[src/rtl/load_store_unit_if.sv]
`default_nettype none
// +--------------------------------------------------------------------+
// | load_store_unit_if                                                 |
// | Request/response handshake toward the execute stage plus the       |
// | byte-enabled synchronous-read data memory port.                    |
// | master: core side and memory read return; slave: the LSU.          |
// | Revision: 1.0 - initial release                                    |
// +--------------------------------------------------------------------+
interface load_store_unit_if;
  logic        req;
  logic        ready;
  logic        we;
  logic [2:0]  funct3;
  logic [31:0] addr;
  logic [31:0] wdata;
  logic        rsp_valid;
  logic        rsp_err;
  logic [31:0] rsp_rdata;
  logic [3:0]  mem_WE;
  logic [11:0] mem_adr;
  logic [31:0] mem_data_in;
  logic        mem_ld;
  logic        mem_str;
  logic [31:0] mem_data_out;

  modport master (
    output req, we, funct3, addr, wdata, mem_data_out,
    input  ready, rsp_valid, rsp_err, rsp_rdata,
    input  mem_WE, mem_adr, mem_data_in, mem_ld, mem_str
  );

  modport slave (
    input  req, we, funct3, addr, wdata, mem_data_out,
    output ready, rsp_valid, rsp_err, rsp_rdata,
    output mem_WE, mem_adr, mem_data_in, mem_ld, mem_str
  );
endinterface
`default_nettype wire

[src/rtl/load_store_unit.sv]
`default_nettype none
// +--------------------------------------------------------------------+
// | load_store_unit                                                    |
// | Converts byte-addressed load/store requests into word accesses on  |
// | a byte-enabled synchronous-read memory; realigns and extends load  |
// | data. Optional macro MISALIGNED_SPLIT_EN enables splitting of      |
// | misaligned H/W accesses into two word accesses.                    |
// | Revision: 1.0 - initial release                                    |
// +--------------------------------------------------------------------+
module load_store_unit (
  input  wire logic         clk,
  input  wire logic         rst_n,
  load_store_unit_if.slave  bus
);

  typedef enum logic [1:0] {
    IDLE = 2'd0,
    ACC0 = 2'd1,
    ACC1 = 2'd2,
    RESP = 2'd3
  } state_t;

  state_t      r_state;
  logic        r_we;
  logic [2:0]  r_f3;
  logic [1:0]  r_off;
  logic        r_ready;
  logic        r_rsp_valid;
  logic        r_rsp_err;
  logic [3:0]  r_mem_we;
  logic [11:0] r_mem_adr;
  logic [31:0] r_mem_din;
  logic        r_mem_ld;
  logic        r_mem_str;

  logic [3:0]  w_base;
  logic [7:0]  w_mask;
  logic [31:0] w_data0;
  logic        w_misaligned;
  logic        w_illegal;
  logic        w_reject;
  logic [31:0] w_r;
  logic [31:0] w_ext;
  logic        w_unused;

  // Upper address bits lie outside the 16 KiB memory and are ignored.
  assign w_unused = ^bus.addr[31:14];

  // Access footprint in byte lanes before shifting by the byte offset.
  always_comb begin
    case (bus.funct3[1:0])
      2'b00:   w_base = 4'b0001;
      2'b01:   w_base = 4'b0011;
      default: w_base = 4'b1111;
    endcase
  end

  // Lanes spilling into m[7:4] belong to the next word.
  assign w_mask       = {4'b0000, w_base} << bus.addr[1:0];
  assign w_misaligned = |w_mask[7:4];
  assign w_illegal    = (bus.funct3 == 3'b011) || (bus.funct3[2:1] == 2'b11) ||
                        (bus.funct3[2] && bus.we);

`ifdef MISALIGNED_SPLIT_EN
  logic        r_split;
  logic [11:0] r_adr;
  logic [3:0]  r_mask1;
  logic [31:0] r_data1;
  logic [31:0] r_lo;
  logic [63:0] w_s;
  logic [63:0] w_word;

  assign w_s      = {32'b0, bus.wdata} << {bus.addr[1:0], 3'b000};
  assign w_data0  = w_s[31:0];
  assign w_reject = w_illegal;
  // Low word was captured in ACC1; the high word arrives during RESP.
  assign w_word   = r_split ? {bus.mem_data_out, r_lo} : {32'b0, bus.mem_data_out};
  assign w_r      = 32'(w_word >> {r_off, 3'b000});
`else
  assign w_data0  = bus.wdata << {bus.addr[1:0], 3'b000};
  assign w_reject = w_illegal | w_misaligned;
  assign w_r      = bus.mem_data_out >> {r_off, 3'b000};
`endif

  // Size-dependent sign or zero extension of the realigned load word.
  always_comb begin
    case (r_f3[1:0])
      2'b00:   w_ext = r_f3[2] ? {24'b0, w_r[7:0]}  : {{24{w_r[7]}}, w_r[7:0]};
      2'b01:   w_ext = r_f3[2] ? {16'b0, w_r[15:0]} : {{16{w_r[15]}}, w_r[15:0]};
      default: w_ext = w_r;
    endcase
  end

  // Control FSM; every memory and response output is registered here.
  always_ff @(posedge clk or negedge rst_n) begin
    if (!rst_n) begin
      r_state     <= IDLE;
      r_we        <= 1'b0;
      r_f3        <= 3'b000;
      r_off       <= 2'b00;
      r_ready     <= 1'b1;
      r_rsp_valid <= 1'b0;
      r_rsp_err   <= 1'b0;
      r_mem_we    <= 4'b0000;
      r_mem_adr   <= 12'd0;
      r_mem_din   <= 32'd0;
      r_mem_ld    <= 1'b0;
      r_mem_str   <= 1'b0;
`ifdef MISALIGNED_SPLIT_EN
      r_split     <= 1'b0;
      r_adr       <= 12'd0;
      r_mask1     <= 4'b0000;
      r_data1     <= 32'd0;
      r_lo        <= 32'd0;
`endif
    end else begin
      r_rsp_valid <= 1'b0;
      r_rsp_err   <= 1'b0;
      r_mem_we    <= 4'b0000;
      r_mem_adr   <= 12'd0;
      r_mem_din   <= 32'd0;
      r_mem_ld    <= 1'b0;
      r_mem_str   <= 1'b0;
      case (r_state)
        IDLE: begin
          if (bus.req) begin
            r_we    <= bus.we;
            r_f3    <= bus.funct3;
            r_off   <= bus.addr[1:0];
            r_ready <= 1'b0;
`ifdef MISALIGNED_SPLIT_EN
            r_split <= w_misaligned;
            r_adr   <= bus.addr[13:2];
            r_mask1 <= w_mask[7:4];
            r_data1 <= w_s[63:32];
`endif
            if (w_reject) begin
              r_state     <= RESP;
              r_rsp_valid <= 1'b1;
              r_rsp_err   <= 1'b1;
            end else begin
              r_state   <= ACC0;
              r_mem_adr <= bus.addr[13:2];
              r_mem_we  <= bus.we ? w_mask[3:0] : 4'b0000;
              r_mem_din <= w_data0;
              r_mem_ld  <= ~bus.we;
              r_mem_str <= bus.we;
            end
          end
        end
        ACC0: begin
`ifdef MISALIGNED_SPLIT_EN
          if (r_split) begin
            r_state   <= ACC1;
            r_mem_adr <= r_adr + 12'd1;
            r_mem_we  <= r_we ? r_mask1 : 4'b0000;
            r_mem_din <= r_data1;
            r_mem_ld  <= ~r_we;
            r_mem_str <= r_we;
          end else begin
            r_state     <= RESP;
            r_rsp_valid <= 1'b1;
          end
`else
          r_state     <= RESP;
          r_rsp_valid <= 1'b1;
`endif
        end
        ACC1: begin
`ifdef MISALIGNED_SPLIT_EN
          if (!r_we) r_lo <= bus.mem_data_out;
`endif
          r_state     <= RESP;
          r_rsp_valid <= 1'b1;
        end
        RESP: begin
          r_state <= IDLE;
          r_ready <= 1'b1;
        end
        default: begin
          r_state <= IDLE;
          r_ready <= 1'b1;
        end
      endcase
    end
  end

  assign bus.ready       = r_ready;
  assign bus.rsp_valid   = r_rsp_valid;
  assign bus.rsp_err     = r_rsp_err;
  assign bus.rsp_rdata   = (r_rsp_valid && !r_rsp_err && !r_we) ? w_ext : 32'd0;
  assign bus.mem_WE      = r_mem_we;
  assign bus.mem_adr     = r_mem_adr;
  assign bus.mem_data_in = r_mem_din;
  assign bus.mem_ld      = r_mem_ld;
  assign bus.mem_str     = r_mem_str;

endmodule
`default_nettype wire
[src/flat_wrapper.sv]
// flat-port wrapper written by rule: the top's interface ports become plain ports
module load_store_unit_flat 
  (clk, rst_n, bus_req, bus_we, bus_funct3, bus_addr, bus_wdata, bus_mem_data_out, bus_ready, bus_rsp_valid, bus_rsp_err, bus_rsp_rdata, bus_mem_WE, bus_mem_adr, bus_mem_data_in, bus_mem_ld, bus_mem_str);
  load_store_unit_if bus_i ();
  input  wire logic clk;
  input  wire logic rst_n;
  input wire logic [$bits(bus_i.req)-1:0] bus_req;
  input wire logic [$bits(bus_i.we)-1:0] bus_we;
  input wire logic [$bits(bus_i.funct3)-1:0] bus_funct3;
  input wire logic [$bits(bus_i.addr)-1:0] bus_addr;
  input wire logic [$bits(bus_i.wdata)-1:0] bus_wdata;
  input wire logic [$bits(bus_i.mem_data_out)-1:0] bus_mem_data_out;
  output wire logic [$bits(bus_i.ready)-1:0] bus_ready;
  output wire logic [$bits(bus_i.rsp_valid)-1:0] bus_rsp_valid;
  output wire logic [$bits(bus_i.rsp_err)-1:0] bus_rsp_err;
  output wire logic [$bits(bus_i.rsp_rdata)-1:0] bus_rsp_rdata;
  output wire logic [$bits(bus_i.mem_WE)-1:0] bus_mem_WE;
  output wire logic [$bits(bus_i.mem_adr)-1:0] bus_mem_adr;
  output wire logic [$bits(bus_i.mem_data_in)-1:0] bus_mem_data_in;
  output wire logic [$bits(bus_i.mem_ld)-1:0] bus_mem_ld;
  output wire logic [$bits(bus_i.mem_str)-1:0] bus_mem_str;
  assign bus_i.req = bus_req;
  assign bus_i.we = bus_we;
  assign bus_i.funct3 = bus_funct3;
  assign bus_i.addr = bus_addr;
  assign bus_i.wdata = bus_wdata;
  assign bus_i.mem_data_out = bus_mem_data_out;
  assign bus_ready = bus_i.ready;
  assign bus_rsp_valid = bus_i.rsp_valid;
  assign bus_rsp_err = bus_i.rsp_err;
  assign bus_rsp_rdata = bus_i.rsp_rdata;
  assign bus_mem_WE = bus_i.mem_WE;
  assign bus_mem_adr = bus_i.mem_adr;
  assign bus_mem_data_in = bus_i.mem_data_in;
  assign bus_mem_ld = bus_i.mem_ld;
  assign bus_mem_str = bus_i.mem_str;
  load_store_unit u_core (.clk(clk), .rst_n(rst_n), .bus(bus_i));
endmodule
[config.mk]
export PLATFORM = sky130hd
export DESIGN_NAME = load_store_unit_flat
export DESIGN_NICKNAME = d
export VERILOG_FILES = /design/src/rtl/load_store_unit_if.sv /design/src/rtl/load_store_unit.sv /design/src/flat_wrapper.sv
export SDC_FILE = /design/constraint.sdc
export NUM_CORES = 1
export LEC_CHECK = 0
export BUFFER_PORTS_ARGS = -buffer_cell sky130_fd_sc_hd__buf_2
export CAP_MARGIN = 20
export CELL_PAD_IN_SITES_DETAIL_PLACEMENT = 2
export CELL_PAD_IN_SITES_GLOBAL_PLACEMENT = 2
export CORE_MARGIN = 5
export CORE_UTILIZATION = 22
export CTS_CLUSTER_DIAMETER = 100
export DETAILED_ROUTE_END_ITERATION = 10
export GPL_TIMING_DRIVEN = 0
export HOLD_SLACK_MARGIN = 0.02
export PLACE_DENSITY = 0.75
export SYNTH_ARGS = -nofsm -noshare
export SYNTH_HDL_FRONTEND = slang
export SYNTH_SLANG_ARGS = --single-unit
[constraint.sdc]
create_clock -name clk -period 2.1 [get_ports clk]
set_clock_uncertainty 0.2 [all_clocks]
set_input_delay 0.21 -clock clk [delete_from_list [all_inputs] [get_ports clk]]
set_output_delay 0.21 -clock clk [all_outputs]
set_load 0.01 [all_outputs]
Yosys cells after proc, flatten, opt, wreduce, memory -nomap -nowiden
Cells that the tools add are included.
{"block": "word_totals", "elab_cells": 70, "inputBits": 103, "register_bits": 61}
{"block": "op_classes", "bitwise": 2, "n_mux": 30, "n_shift": 3, "eq_ne": 8, "reduce_logical": 15}
{"op": "2-to-1 mux 32 bit", "count": 6}
{"op": "one-hot mux 32 bit (2 select lines)", "count": 1}
{"op": "2-to-1 mux 12 bit", "count": 3}
{"op": "<< shifter 32 x 5 -> 32 bit", "count": 1}
{"op": "right shift 32 x 5 -> 32 bit", "count": 1}
{"op": "2-to-1 mux 4 bit", "count": 4}
{"op": "2-to-1 mux 1 bit", "count": 10}
{"op": "one-hot mux 4 bit (2 select lines)", "count": 1}
{"op": "<< shifter 4 x 2 -> 8 bit", "count": 1}
{"op": "equality test 2 x 1 -> 1 bit, second input constant", "count": 3}
{"op": "equality test 2 bit, second input constant", "count": 3}
{"op": "logical NOT 2 bit", "count": 3}
{"op": "one-hot mux 2 bit (3 select lines)", "count": 1}
{"op": "2-to-1 mux 2 bit", "count": 2}
{"op": "one-hot mux 1 bit (2 select lines)", "count": 2}
{"op": "AND reduction 2 bit", "count": 2}
{"op": "OR reduction 4 bit", "count": 1}
{"op": "equality test 3 x 2 -> 1 bit, second input constant", "count": 1}
{"op": "logical AND 1 bit", "count": 3}
{"op": "logical NOT 1 bit", "count": 2}
{"op": "logical OR 1 bit", "count": 2}
{"op": "inequality test 2 bit, second input constant", "count": 1}
{"op": "nonzero test 2 bit", "count": 1}
{"op": "OR reduction 2 bit", "count": 1}
{"op": "2 further kinds", "count": 2}

Longest topological paths before layout
{"block": "depth", "ltp_word": 8, "depth_mapped": 8, "ltp_nobuf": 6}

Worst setup path after synthesis
OpenSTA, ideal clock, no wires.
{"block": "synth_path", "path_kind": "flip-flop to output port", "startpoint": "register u_core.r_rsp_err (netlist: u_core.bus.rsp_err)", "endpoint": "output bus_rsp_rdata[16]", "required_time_ns": 1.690, "path_slack_ns": -0.045, "path_stages_with_launch": 6, "arrival_time_ns": 1.735, "cell_sequence": "dfrtp_1 > or3b_1 > buf_6 > or3b_1 > buf_6 > o21ai_0"}
{"block": "synth_between", "elab_chain_len": 4}
{"element": "start, declared", "line": "load_store_unit.sv:29", "text": "logic r_rsp_err;"}
{"element": "start signal, assigned", "line": "load_store_unit.sv:103", "text": "r_rsp_err <= 1'b0;"}
{"element": "start signal, assigned", "line": "load_store_unit.sv:118", "text": "r_rsp_err <= 1'b0;"}
{"element": "start signal, assigned", "line": "load_store_unit.sv:140", "text": "r_rsp_err <= 1'b1;"}
{"element": "logical NOT 1 bit", "line": "load_store_unit.sv:191", "text": "assign bus.rsp_rdata = (r_rsp_valid && !r_rsp_err && !r_we) ? w_ext : 32'd0;"}
{"element": "logical AND 1 bit (2 in a row)", "line": "load_store_unit.sv:191"}
{"element": "2-to-1 mux 32 bit", "line": "load_store_unit.sv:191"}
{"element": "end, declared", "line": "flat_wrapper.sv:16", "text": "output wire logic [$bits(bus_i.rsp_rdata)-1:0] bus_rsp_rdata;"}
Every way passes these cells.

Worst setup path after layout
{"block": "layout_path", "startpoint": "register u_core.r_rsp_err (netlist: u_core.bus.rsp_err)", "endpoint": "output bus_rsp_rdata[23]"}
The elaborated chain is that of the path after synthesis.

==> run metrics <==
ys async rst share 1.00; met1 WL 5.57 mm; worst slack at placement -0.310 ns; GRT overflow 0; HPWL after DPL 10.8 mm; Worst Setup Slack, final -0.462 ns; WL/cell 21.0 um; die width 132 um; DRT Wirelength 15.4 mm; count of pins over their slew limit 0; Max H-tree Level 3; crit share post-route 1.22; area delta synth->final 65.9%; initial antenna violation count 0; flops & latches, synth 61; n_diodes 0; final hold violations 0; Yosys warnings 0; fmax 390 MHz; crit path time final 2.56 ns; GP Congestion 0.834; Mapped Cells 312; first-pass GRT wire length 23.7 mm; Max Fanout on Critical Path 8; Die ar. 0.0174 mm2; hold slack 0.0264 ns; Finished Core Util 0.372; CP required 1.69 ns; post-synth top area share 0.460; layout net count 650; routed wl met2 8.36 mm; RSZ-0062 raised after global routing yes; Setup crit end kind primary output; post-synth top area cell dfrtp_1; number of flops mapped to enable cells by yosys 0; slew of the pin with the lowest slew margin 0.747 ns; clock latency on the worst-skew pair 0.32 ns; clock sink count 61; Slew headroom 0.502; layout cells sized above 1 0.509; Hold Path Class in -> reg; critical path class reg -> out; mean post-synth cell area 10.5 um2; clock tree from TritonCTS built; pwr/cell area 1040 mW/mm2; Final ANT Viol Nets 0; IO Count 188; outcome finished, violations left; P_leak 0.00284 uW; syn nets 419; CTS root buf clkbuf_16; DR vias 3471; Starting DRT DRC Count 72; number of global-route vias before repair 4169; Routed met3 length 1.17 mm; Synth Cell Area 0.00326 mm2; MaxCap Viol Count 0; Core Box Area 0.0145 mm2; fill count 1636; Initial Util 0.224; PortBufs 169; maximum clock path buffer count 2; register area share after synthesis 0.468; total CTS buffers 9; Die Y 132 um; num rows 44; Initial DRT Pass Iterations 5; number of remaining DRC errors 0; Clock Pin Slew Worst Setup and Hold Paths 0.05 ns; Final Setup Violations 32; GRT Overall Usage 0.172; Overall Power 5650 uW; largest net degree at the start of global routing 32; violated checks negative setup slack; synth top area cells dfrtp_1 (46%), mux2i_1 (7.7%), a211oi_1 (7.1%), nor2_1 (4.7%), mux2_2 (4.1%); Worst setup SP type flop; Netlist cell types 41; setup tns final -9.20 ns; Worst Path Arrival 2.15 ns; ys flop type dfrtp_1; peak supply drop 0.000392 V; DR top layer met4; DR vias/cell 4.74
==> cells in the mapped netlist (2+ instances only) <==
library cell,instances
nor3b_1,9
inv_1,4
a21o_1,8
o21ai_0,11
a211oi_1,31
o21a_1,2
and3_1,13
nand2b_1,3
buf_2,8
a21oi_1,16
clkbuf_1,9
a221oi_1,7
and2_1,2
mux2i_1,25
dfrtp_1,60
ha_1,4
buf_6,5
nor2_1,41
o21ai_1,2
mux2_2,12
or3b_1,2
nor2b_1,16
nand2_1,4
==> repair_timing <==
action                                 CTS  global route
hold buffers                            33             0
cloned                                   0             0
endpoints found under the hold margin   69             0
buffers inserted                         5            16
resized for setup                       32            44
pin swaps                               11            16
setup endpoints to repair               59            65
==> critical path, cell delays in order, from the launching register on <==
cell and delay [ns]:
dfrtp_1 0.37, or3b_4 0.41, a311o_2 0.36, or3_4 0.43, o21ai_2 0.09, buf_2 0.16
==> where the power goes <==
| part | internal [uW] | switching (uW) |
|---|---|---|
| combinational | 1300 | 1510 |
| clock | 915 | 546 |
| sequential | 1300 | 82.8 |
==> metrics by stage <==
| step | cell area (um2) | std cells |
|---|---|---|
| finish | 5410 | 732 |
| global route | 5410 | 732 |
| CTS | 5150 | 720 |
| detailed placement | 4360 | 666 |
| global placement | 4340 | 665 |
| floorplan | 3260 | 312 |
==> path summary, 6_finish.rpt <==
kind | slack [ns] | start | cells after the start | to
worst max-delay path | -0.46 | u_core.bus.rsp_err | 5 | bus_rsp_rdata[23]
worst min-delay path | 0.03 | bus_wdata[10] | 3 | u_core.bus.mem_data_in[10]
worst max register to register | 0.10 | u_core.r_state[1] | 8 | u_core.bus.mem_WE[0]
worst min register to register | 0.31 | u_core.bus.ready | 2 | u_core.bus.ready
max in group asynchronous | 0.71 | rst_n | 3 | u_core.bus.ready
min in group asynchronous | 0.27 | rst_n | 2 | u_core.bus.mem_data_in[23]
==> sequential cells by signal, summed over array words and instances, names as in the netlist <==
| register | count |
|---|---|
| u_core.r_we | 1 |
| u_core.bus.mem_str | 1 |
| u_core.r_state | 2 |
| u_core.bus.mem_data_in | 32 |
| u_core.bus.ready | 1 |
| u_core.bus.rsp_valid | 1 |
| u_core.r_f3 | 3 |
| u_core.bus.mem_adr | 12 |
| u_core.bus.mem_WE | 4 |
| u_core.bus.rsp_err | 1 |
| u_core.r_off | 2 |
| u_core.bus.mem_ld | 1 |
==> layout make-up <==
cell class                      count  area [um2]  area share
Inverter                            5        22.5     0.00416
Clock buffer                       10         229      0.0423
Clock inverter                      6        63.8      0.0118
Sequential cell                    61        1530       0.282
Tap cell                          184         230      0.0425
Timing Repair Buffer              223        1410       0.261
Multi-Input combinational cell    222        1780       0.328
Buffer                             21         150      0.0277
==> routing by layer <==
layer,GRT usage,vias to the layer above
li1,-,1594
met1,0.179,1727
met2,0.318,132
met3,0.0607,18
met4,0.0617,0
met5,0,-
==> kinds of logic (layout without fill, tap and decap cells) <==
| logic type | count (synthesis) | after routing | synth area share |
|---|---|---|---|
| AO/OA/AOI/OAI | 84 | 84 | 0.178 |
| adder cells (fa/ha/maj) | 4 | 4 | 0.0153 |
| buffers and inverters | 29 | 265 | 0.0510 |
| flip-flops | 61 | 61 | 0.468 |
| multiplexers | 38 | 38 | 0.125 |
| AND/OR/NAND/NOR | 96 | 96 | 0.162 |
==> placed cells by master, fill, tap and decap left out, types with 4 or more instances in the layout <==
| cell | n |
|---|---|
| buf_6 | 16 |
| buf_4 | 14 |
| a221oi_1 | 5 |
| a211oi_2 | 6 |
| clkbuf_1 | 7 |
| mux2_2 | 12 |
| clkbuf_16 | 9 |
| dfrtp_1 | 60 |
| a21o_1 | 8 |
| a21oi_1 | 15 |
| nor3b_1 | 8 |
| nand2_1 | 4 |
| a211oi_1 | 23 |
| buf_2 | 168 |
| o21ai_2 | 8 |
| mux2i_1 | 24 |
| and3_1 | 13 |
| dlygate4sd3_1 | 33 |
| nor2_1 | 31 |
| nor2b_1 | 16 |
| nor2_2 | 7 |
No activity file was read; power rests on OpenSTA's default activity.
